$ cat config.mk
export PLATFORM = sky130hd
export DESIGN_NAME = rle_stream_enc
export DESIGN_NICKNAME = d
export VERILOG_FILES = /design/src/rtl/rle_pkg.sv /design/src/rtl/rle_lane_select.sv /design/src/rtl/rle_stream_enc.sv
export SDC_FILE = /design/constraint.sdc
export NUM_CORES = 1
export LEC_CHECK = 0
export CAP_MARGIN = 25
export CORE_ASPECT_RATIO = 0.9
export CORE_MARGIN = 3
export CORE_UTILIZATION = 25
export CTS_CLUSTER_DIAMETER = 80
export DETAILED_ROUTE_END_ITERATION = 10
export PLACE_DENSITY = 0.52
export SLEW_MARGIN = 20
export SYNTH_ARGS = -nofsm -noshare
export SYNTH_HDL_FRONTEND = slang
export SYNTH_SLANG_ARGS = --single-unit
$ cat constraint.sdc
create_clock -name clk -period 3.2 [get_ports clk]
set_input_delay 0.32 -clock clk [delete_from_list [all_inputs] [get_ports clk]]
set_output_delay 0.32 -clock clk [all_outputs]
set_load 0.1 [all_outputs]
$ cat src/rtl/rle_pkg.sv
// Shared symbol encodings and helpers for the run-length encoder.
package rle_pkg;

    localparam logic [1:0] KIND_DATA = 2'd0;
    localparam logic [1:0] KIND_ZRL  = 2'd1;
    localparam logic [1:0] KIND_EOB  = 2'd2;
    localparam logic [1:0] KIND_DC   = 2'd3;

    localparam int         ZRL_LEN = 16;
    localparam logic [3:0] ZRL_RUN = 4'd15;

    // Width of one packed symbol {kind, run, coef, last, count}.
    function automatic int sym_w(input int coef_w, input int block_len);
        return 2 + 4 + coef_w + 1 + $clog2(block_len + 1);
    endfunction

endpackage

$ cat src/rtl/rle_lane_select.sv
// Picks the coefficient under the lane pointer out of the holding register (lane 0 in the MSBs).
module rle_lane_select #(
    parameter int COEF_W = 8,
    parameter int LANES  = 8,
    parameter int LANE_W = 3
) (
    input  logic [LANES*COEF_W-1:0] hold_i,
    input  logic [LANE_W-1:0]       lane_i,
    output logic [COEF_W-1:0]       coef_o,
    output logic                    is_zero_o
);

    always_comb begin
        coef_o = '0;
        for (int k = 0; k < LANES; k++) begin
            if (lane_i == LANE_W'(k)) begin
                coef_o = hold_i[(LANES-1-k)*COEF_W +: COEF_W];
            end
        end
    end

    assign is_zero_o = (coef_o == '0);

endmodule

$ cat src/rtl/rle_stream_enc.sv
// Run-length encoder: buffers one beat, scans it a lane per step and emits registered
// (kind, run, coef) symbols, carrying zero runs across beats within a block.
module rle_stream_enc
    import rle_pkg::*;
#(
    parameter int COEF_W    = 8,
    parameter int LANES     = 8,
    parameter int BLOCK_LEN = 64,
    parameter int SKIP_DC   = 1
) (
    input  logic                           clk,
    input  logic                           rst,
    input  logic                           in_valid,
    output logic                           in_ready,
    input  logic [LANES*COEF_W-1:0]        in_data,
    output logic                           out_valid,
    input  logic                           out_ready,
    output logic [1:0]                     out_kind,
    output logic [3:0]                     out_run,
    output logic [COEF_W-1:0]              out_coef,
    output logic                           out_last,
    output logic [$clog2(BLOCK_LEN+1)-1:0] out_count
);

    localparam int BEATS  = BLOCK_LEN / LANES;
    localparam int LANE_W = (LANES > 1) ? $clog2(LANES) : 1;
    localparam int BEAT_W = (BEATS > 1) ? $clog2(BEATS) : 1;
    localparam int ZRUN_W = $clog2(BLOCK_LEN);
    localparam int CNT_W  = $clog2(BLOCK_LEN + 1);

    logic [LANES*COEF_W-1:0] hold_q,  hold_d;
    logic                    full_q,  full_d;
    logic [LANE_W-1:0]       lane_q,  lane_d;
    logic [BEAT_W-1:0]       beat_q,  beat_d;
    logic [ZRUN_W-1:0]       zrun_q,  zrun_d;
    logic [CNT_W-1:0]        sym_q,   sym_d;
    logic                    valid_q, valid_d;
    logic [1:0]              kind_q,  kind_d;
    logic [3:0]              run_q,   run_d;
    logic [COEF_W-1:0]       coef_q,  coef_d;
    logic                    last_q,  last_d;
    logic [CNT_W-1:0]        count_q, count_d;

    logic [COEF_W-1:0] lane_coef;
    logic              lane_zero;
    logic              step_en, is_first, is_final;
    logic              emit, advance, e_last;
    logic [1:0]        e_kind;
    logic [3:0]        e_run;
    logic [COEF_W-1:0] e_coef;

    rle_lane_select #(
        .COEF_W (COEF_W),
        .LANES  (LANES),
        .LANE_W (LANE_W)
    ) u_lane_select (
        .hold_i    (hold_q),
        .lane_i    (lane_q),
        .coef_o    (lane_coef),
        .is_zero_o (lane_zero)
    );

    assign in_ready  = !full_q;
    assign out_valid = valid_q;
    assign out_kind  = kind_q;
    assign out_run   = run_q;
    assign out_coef  = coef_q;
    assign out_last  = last_q;
    assign out_count = count_q;

    assign step_en  = full_q && (!valid_q || out_ready);
    assign is_first = (beat_q == '0) && (lane_q == '0);
    assign is_final = (beat_q == BEAT_W'(BEATS-1)) && (lane_q == LANE_W'(LANES-1));

    always_comb begin
        hold_d  = hold_q;
        full_d  = full_q;
        lane_d  = lane_q;
        beat_d  = beat_q;
        zrun_d  = zrun_q;
        sym_d   = sym_q;
        valid_d = valid_q;
        kind_d  = kind_q;
        run_d   = run_q;
        coef_d  = coef_q;
        last_d  = last_q;
        count_d = count_q;
        emit    = 1'b0;
        advance = 1'b0;
        e_last  = 1'b0;
        e_kind  = KIND_DATA;
        e_run   = 4'd0;
        e_coef  = '0;

        if (!full_q && in_valid) begin
            hold_d = in_data;
            full_d = 1'b1;
        end

        if (valid_q && out_ready) begin
            valid_d = 1'b0;
        end

        if (step_en) begin
            advance = 1'b1;
            if (is_first && (SKIP_DC != 0)) begin
                emit   = 1'b1;
                e_kind = KIND_DC;
                e_coef = lane_coef;
            end else if (!lane_zero) begin
                // A long run is flushed as ZRLs first; the same lane is revisited until it fits in 4 bits.
                if (int'(zrun_q) >= ZRL_LEN) begin
                    emit    = 1'b1;
                    e_kind  = KIND_ZRL;
                    e_run   = ZRL_RUN;
                    zrun_d  = zrun_q - ZRUN_W'(ZRL_LEN);
                    advance = 1'b0;
                end else begin
                    emit   = 1'b1;
                    e_kind = KIND_DATA;
                    e_run  = zrun_q[3:0];
                    e_coef = lane_coef;
                    e_last = is_final;
                    zrun_d = '0;
                end
            end else if (is_final) begin
                emit   = 1'b1;
                e_kind = KIND_EOB;
                e_last = 1'b1;
            end else begin
                zrun_d = zrun_q + 1'b1;
            end

            if (advance) begin
                if (lane_q == LANE_W'(LANES-1)) begin
                    lane_d = '0;
                    full_d = 1'b0;
                    beat_d = beat_q + 1'b1;
                end else begin
                    lane_d = lane_q + 1'b1;
                end
            end

            if (emit) begin
                valid_d = 1'b1;
                kind_d  = e_kind;
                run_d   = e_run;
                coef_d  = e_coef;
                last_d  = e_last;
                count_d = e_last ? (sym_q + 1'b1) : '0;
                sym_d   = e_last ? '0 : (sym_q + 1'b1);
            end

            if (e_last) begin
                zrun_d = '0;
                beat_d = '0;
            end
        end
    end

    always_ff @(posedge clk) begin
        if (rst) begin
            hold_q  <= '0;
            full_q  <= 1'b0;
            lane_q  <= '0;
            beat_q  <= '0;
            zrun_q  <= '0;
            sym_q   <= '0;
            valid_q <= 1'b0;
            kind_q  <= '0;
            run_q   <= '0;
            coef_q  <= '0;
            last_q  <= 1'b0;
            count_q <= '0;
        end else begin
            hold_q  <= hold_d;
            full_q  <= full_d;
            lane_q  <= lane_d;
            beat_q  <= beat_d;
            zrun_q  <= zrun_d;
            sym_q   <= sym_d;
            valid_q <= valid_d;
            kind_q  <= kind_d;
            run_q   <= run_d;
            coef_q  <= coef_d;
            last_q  <= last_d;
            count_q <= count_d;
        end
    end

endmodule

==> results.ini, run 1 <==
[drt]
wl_per_cell_um=15.2
dr.pass1.iters=4
via_count=4487
drc_errors=0
vias_per_cell=4.70
drtIter0Drc=356
ant_nets=0
routed_wl_mm=14.5

[sta]
slew-limit-headroom=0.334
setup-tns-final_ns=0
finalHoldViolCount=0
drv_slew=0
fin_ws_ns=0.207
finalCriticalPeriod_ns=2.99
fmax_mhz=334
tightestPinTransition_ns=0.996
fin_crit_sh=0.935
setup_viol=0
skew_ns=0.00593
holdWs_ns=0.446
rsz0062_at_grt=no

[floorplan]
ios=92
core_area_mm2=0.0196
die-area_mm2=0.0222
start_util=0.261
fp.dieW_um=157
die-height_um=142
rows=48

[clock_tree]
cts.htree.levels=3
tritoncts.num_buffers=9
hold_buffers=0
worstSkewPairLatency_ns=0.35
clockBufferDepth=2
clk_pin_slew_worst_paths_ns=0.06
tritoncts=yes
clock-sinks=107
cts_root_buffer=clkbuf_16

[run_status]
status=finished, final reports clean

[synth]
synth_simple_gate_area_frac=0.238
muxShareOfSynthArea=0.0182
ys_ff_latch=107
synth.yosys.seq_area_share=0.420
synthXorXnorAreaFrac=0.00687
synthArstFlopShare=0
yosys_warnings=0
synth_compound_area_frac=0.239
netlist_area_mm2=0.00510
synth-adder-area-share=0.0270
synth_top_family_by_area=compound AO/OA/AOI/OAI gates
synth.distinct_cells=67
syn_inst=623
syn_avg_cell_area_um2=8.19
synth_nets=702
synth_top_flop_cell=dfxtp_1
synth_edf_count=0

[pwr]
finalPower_uw=3900
power_density_mw_per_mm2=593
peakVddDrop_v=0.000282
p_leak_uw=0.00240

[grt]
antenna_found_initial=0
grt_usage=0.132
grt_overflow=0
grt_pass1_wl_mm=23.1
grt_pass1_vias=4292
grt_start_max_net_pins=65

[finish]
area_delta_synth_final_pct=28.9
nets=781
diodes=0
drive_above_1_share=0.0879

[worst_setup_path]
worstSetupEndpointType=flip-flop
startpoint_type=flip-flop
critPathArrivalTime_ns=3.29
cp.required_ns=3.50
cp_max_fo=11
worstSetupPathType=reg -> reg

[flow_run]
drv_cap=0

[placement]
gp_congestion=0.886
place.port_buffers=91
post-dp-hpwl_mm=10.9
post-place-ws_ns=0.197

[worst_hold_path]
hold_path.class=reg -> reg

==> report_power, final <==
part	switching [µW]	internal [µW]	leakage, µW
Clock	467	720	0.000155
Sequential	67.1	1410	0.000874
Combinational	786	447	0.00137
==> synth_stat cells, drive strengths merged (5+ instances only) <==
master | count | area, µm²
nand2 | 174 | 658
a21oi | 83 | 415
nand3b | 5 | 37.5
nor3b | 5 | 42.5
clkbuf | 19 | 71.3
a211oi | 9 | 77.6
inv | 13 | 48.8
nor2 | 21 | 81.3
a32o | 11 | 110
nand3 | 8 | 40.0
nor2b | 13 | 81.3
ha | 11 | 138
a22o | 8 | 70.1
mux2i | 7 | 70.1
o2111ai | 8 | 82.6
or2 | 7 | 43.8
nand2b | 10 | 62.6
buf | 21 | 144
a21o | 5 | 37.5
dfxtp | 107 | 2140
o21ai | 23 | 115
==> worst max-delay path: stages (launching register included) <==
cell and delay [ns]:
dfxtp_1 0.40, inv_1 0.09, ha_1 0.29, buf_4 0.20, nor2_1 0.15, a21oi_1 0.13
o2111ai_1 0.22, and3_2 0.26, and4_1 0.44, nand2_2 0.24, nor4_1 0.32, mux2_2 0.19
==> flip-flops by register name (all words and copies together) (netlist names) <==
signal     flops
hold_q        64
out_coef       8
out_count      7
sym_q          7
zrun_q         6
out_run        4
beat_q         3
lane_q         3
out_kind       2
full_q         1
out_last       1
out_valid      1
==> through the flow <==
stage	utilization	area [µm²]	cells
2_1_floorplan	-	5100	623
3_5_place_dp	0.319	6240	941
3_3_place_gp	0.319	6240	941
5_1_grt	0.336	6580	955
4_1_cts	0.335	6560	955
6_report	0.336	6580	955
==> cell families after synthesis <==
| group | after synthesis |
|---|---|
| simple gates | 264 |
| fa+ha+maj | 11 |
| xor+xnor | 4 |
| buf+inv | 53 |
| mux | 9 |
| compound gates | 175 |
| flops | 107 |
==> layout by cell type (no fill, tap or decap), drive strengths merged, types with 10 or more instances in the layout <==
cell and n:
dfxtp 107, ha 11, nand2 174, clkdlybuf4s50 89
buf 19, a32o 11, clkbuf 12, a21oi 83
nor2b 13, nand2b 10, nor2 21, o21ai 23
inv 13
==> metal layers <==
layer  vias up  part of all wire  GRT usage
met5         -                 0          0
met3        17             0.056     0.0326
met1      2049              0.52      0.197
li1       2325                 -          -
met4         0             0.013     0.0387
met2        96              0.41      0.186
==> worst paths after layout <==
check / start / endpoint / slack (ns) / cells past startpoint
setup / recovery: lane_q[0]$_SDFFE_PP0P_ / zrun_q[5]$_SDFFE_PP0P_ / 0.21 / 11
hold / removal: out_run[2]$_SDFFE_PP0P_ / out_run[2]$_SDFFE_PP0P_ / 0.45 / 2
setup reg to reg: lane_q[0]$_SDFFE_PP0P_ / zrun_q[5]$_SDFFE_PP0P_ / 0.21 / 11
hold reg to reg: out_run[2]$_SDFFE_PP0P_ / out_run[2]$_SDFFE_PP0P_ / 0.45 / 2
==> final cells by class <==
cell class	count	area [µm²]
Tap cell	250	313
Timing Repair Buffer	108	1030
Fill cell	2126	13000
Clock buffer	12	256
Inverter	13	48.8
Multi-Input combinational cell	463	2730
Clock inverter	2	60.1
Sequential cell	107	2140
==> timing repair <==
action	CTS	global route
gates resized for setup	0	5
endpoints found under the setup margin	0	17
setup buffers	0	0
No activity file was read; power rests on OpenSTA's default activity.
==> inputs of run 2 (changes only) <==
--- a/config.mk
+++ b/config.mk
@@ -5,6 +5,7 @@
 export SDC_FILE = /design/constraint.sdc
 export NUM_CORES = 1
 export LEC_CHECK = 0
+export ABC_CLOCK_PERIOD_IN_PS = 3200
 export CAP_MARGIN = 25
 export CORE_ASPECT_RATIO = 0.9
 export CORE_MARGIN = 3
@@ -15,4 +16,5 @@
 export SLEW_MARGIN = 20
 export SYNTH_ARGS = -nofsm -noshare
 export SYNTH_HDL_FRONTEND = slang
+export SYNTH_HIERARCHICAL = 1
 export SYNTH_SLANG_ARGS = --single-unit
==> run 2 against run 1 <==
Against the previous run: synthesized area is 4.3% lower; combinational power decreased by 60%; global-route usage down 0.097 points; critical endpoint is now beat_q[1]$_SDFFE_PP0P_; largest power group unchanged; register-to-register slack improved by 0.04 ns.
==> results.ini, run 2 <==
[run_status]
status=finished, final reports clean

[drt]
drc_errors=0
wl_per_cell_um=15.3
drtIter0Drc=202
ant_nets=0
vias_per_cell=4.84
routed_wl_mm=13.9
via_count=4399
dr.pass1.iters=4

[worst_setup_path]
worstSetupPathType=reg -> reg
reg2reg_from=lane_q[0]$_SDFFE_PP0P_
cp_max_fo=19
critPathArrivalTime_ns=3.23
worstSetupEndpointType=flip-flop
crit_start=lane_q[0]$_SDFFE_PP0P_
cp.required_ns=3.48
path_buf_inv=1
critPathMaxStageDelay_ns=0.44
reg2regPathDepth=10
path_depth=10
crit_family=compound AO/OA/AOI/OAI gates
cpMostUsedCell=a21oi_1
startpoint_type=flip-flop
path_cells=buf_12 -> nor2b_1 -> a32o_1 -> a2111oi_2 -> a21oi_1 -> nor4_4 -> o21bai_4 -> o2111ai_2 -> or3b_1 -> a21oi_1
cp_slowest_cell=or3b_1

[floorplan]
fp.dieW_um=153
rows=47
die-area_mm2=0.0212
start_util=0.260
die-height_um=139
ios=92
core_area_mm2=0.0188

[finish]
nets=734
drive_above_1_share=0.101
stdcell_area_mm2=0.00639
top_register=hold_q
final_cell_mix=nand2_1 (172), dfxtp_1 (106), a21oi_1 (101)
fill_cells=1917
diodes=0
final_common_cell=nand2_1
largest_reg_flops=64
area_delta_synth_final_pct=30.9

[flow_run]
drv_cap=0

[sta]
tightestPinTransition_ns=0.996
slew-limit-headroom=0.334
fmax_mhz=339
fin_crit_sh=0.923
finalCriticalPeriod_ns=2.95
skew_ns=0.00754
drv_slew=0
rsz0062_at_grt=yes
finalHoldViolCount=0
setup_viol=0
setup-tns-final_ns=0

[pwr]
finalPower_uw=3050
p_leak_uw=0.00222
peakVddDrop_v=0.000275
power_density_mw_per_mm2=477

[worst_hold_path]
hold_path.class=reg -> reg
min_from=hold_q[11]$_SDFFE_PP0P_
holdPathStages=2

[synth]
ys_ff_latch=107
synth.yosys.seq_area_share=0.439
yosysMostFrequentCell=nand2_1
yosysTopAreaCell=dfxtp_1
synth_nets=656
syn_inst=580
synth_edf_count=0
ys_top_cells_by_count=nand2_1 (173), dfxtp_1 (107), a21oi_1 (101), clkbuf_1 (25), nand3_1 (18)
synth.distinct_cells=56
yosysTopAreaCellShare=0.439
syn_avg_cell_area_um2=8.42
synthTopCellsByArea=dfxtp_1 (44%), nand2_1 (13%), a21oi_1 (10%), mux4_2 (5.1%), ha_1 (2.1%)
synth_top_flop_cell=dfxtp_1
netlist_area_mm2=0.00488
synthArstFlopShare=0
yosys_warnings=6

[grt]
grt_pass1_vias=4294
grt_overflow=0
grt_start_max_net_pins=65
antenna_found_initial=0
grt_usage=0.131
grt_pass1_wl_mm=22.6

[clock_tree]
worstSkewPairLatency_ns=0.35
hold_buffers=0
cts.htree.levels=3
clk_pin_slew_worst_paths_ns=0.07
clockBufferDepth=2
tritoncts=yes
clock-sinks=107
tritoncts.num_buffers=9
cts_root_buffer=clkbuf_16

[placement]
gp_congestion=0.818
place.port_buffers=91
placed_cell_area_mm2=0.00605
post-dp-hpwl_mm=10.2

[run 2: cell types whose count changed in the layout (fill, tap and decap cells not counted), moves of 8 or more]
cell and change:
nor2b_1 -9, nor2_1 -12, nand3_1 +10, mux4_2 +11
a22o_1 -8, a21oi_1 +18
[run 2: final timing paths]
path | endpoint | slack, ns
worst min register to register | hold_q[11]$_SDFFE_PP0P_ | 0.45
worst max-delay path | beat_q[1]$_SDFFE_PP0P_ | 0.25
worst min-delay path | hold_q[11]$_SDFFE_PP0P_ | 0.45
worst max register to register | beat_q[1]$_SDFFE_PP0P_ | 0.25
[run 2: layout make-up]
| cell class | count | area [µm²] | area share |
|---|---|---|---|
| clock inverter | 4 | 48.8 | 0.00763 |
| tap | 245 | 307 | 0.0480 |
| inverter | 8 | 30.0 | 0.00470 |
| timing repair buffer | 108 | 1060 | 0.166 |
| clock buffer | 12 | 246 | 0.0386 |
| sequential | 107 | 2140 | 0.335 |
| multi-input combinational | 424 | 2560 | 0.400 |
[run 2: layer usage]
metal | track usage | wire [µm]
met1 | 0.182 | 6590
met2 | 0.202 | 6340
met3 | 0.0300 | 778
met4 | 0.0413 | 210
met5 | 0 | 0
[run 2: kinds of logic after synthesis]
logic type               synth area share
AND/OR/NAND/NOR                     0.221
XOR/XNOR                          0.00538
adder cells (fa/ha/maj)            0.0205
flip-flops                          0.439
multiplexers                       0.0779
AO/OA/AOI/OAI                       0.191
buffers and inverters              0.0454
[run 2: worst reg2reg max path, stage by stage, from the launching register on]
cell and delay [ns]:
dfxtp_1 0.34, buf_12 0.16, nor2b_1 0.18, a32o_1 0.30, a2111oi_2 0.35, a21oi_1 0.14, nor4_4 0.36, o21bai_4 0.23
o2111ai_2 0.23, or3b_1 0.44, a21oi_1 0.15
[run 2: power by group]
part	total, µW	switching, µW	internal, µW
Combinational	490	279	211
Sequential	1440	47.4	1390
Clock	1120	492	629
[run 2: per-stage QoR]
step / setup slack [ns] / instances / util / hold slack (ns)
global placement: 0.0667 / 890 / 0.322 / 0.445
floorplan: 0.317 / 580 / - / 0.432
global route: -0.0129 / 908 / 0.341 / 0.475
detailed placement: -0.0715 / 890 / 0.322 / 0.448
CTS: 0.0439 / 908 / 0.339 / 0.445
finish: 0.247 / 908 / 0.341 / 0.453
[run 2: what timing repair did]
item / in CTS / in global routing
endpoints found under the setup margin: 20 / 36
resized for setup: 1 / 7
buffers inserted: 2 / 0
hold endpoints to repair: 0 / 0
pin swaps: 1 / 1
==> inputs of run 3 (changes only) <==
--- a/config.mk
+++ b/config.mk
@@ -12,6 +12,7 @@
 export CORE_UTILIZATION = 25
 export CTS_CLUSTER_DIAMETER = 80
 export DETAILED_ROUTE_END_ITERATION = 10
+export HOLD_SLACK_MARGIN = 0.06
 export PLACE_DENSITY = 0.52
 export SLEW_MARGIN = 20
 export SYNTH_ARGS = -nofsm -noshare
==> results of run 3 <==
The final DEF is identical to that of run 2; final timing and power are the same.
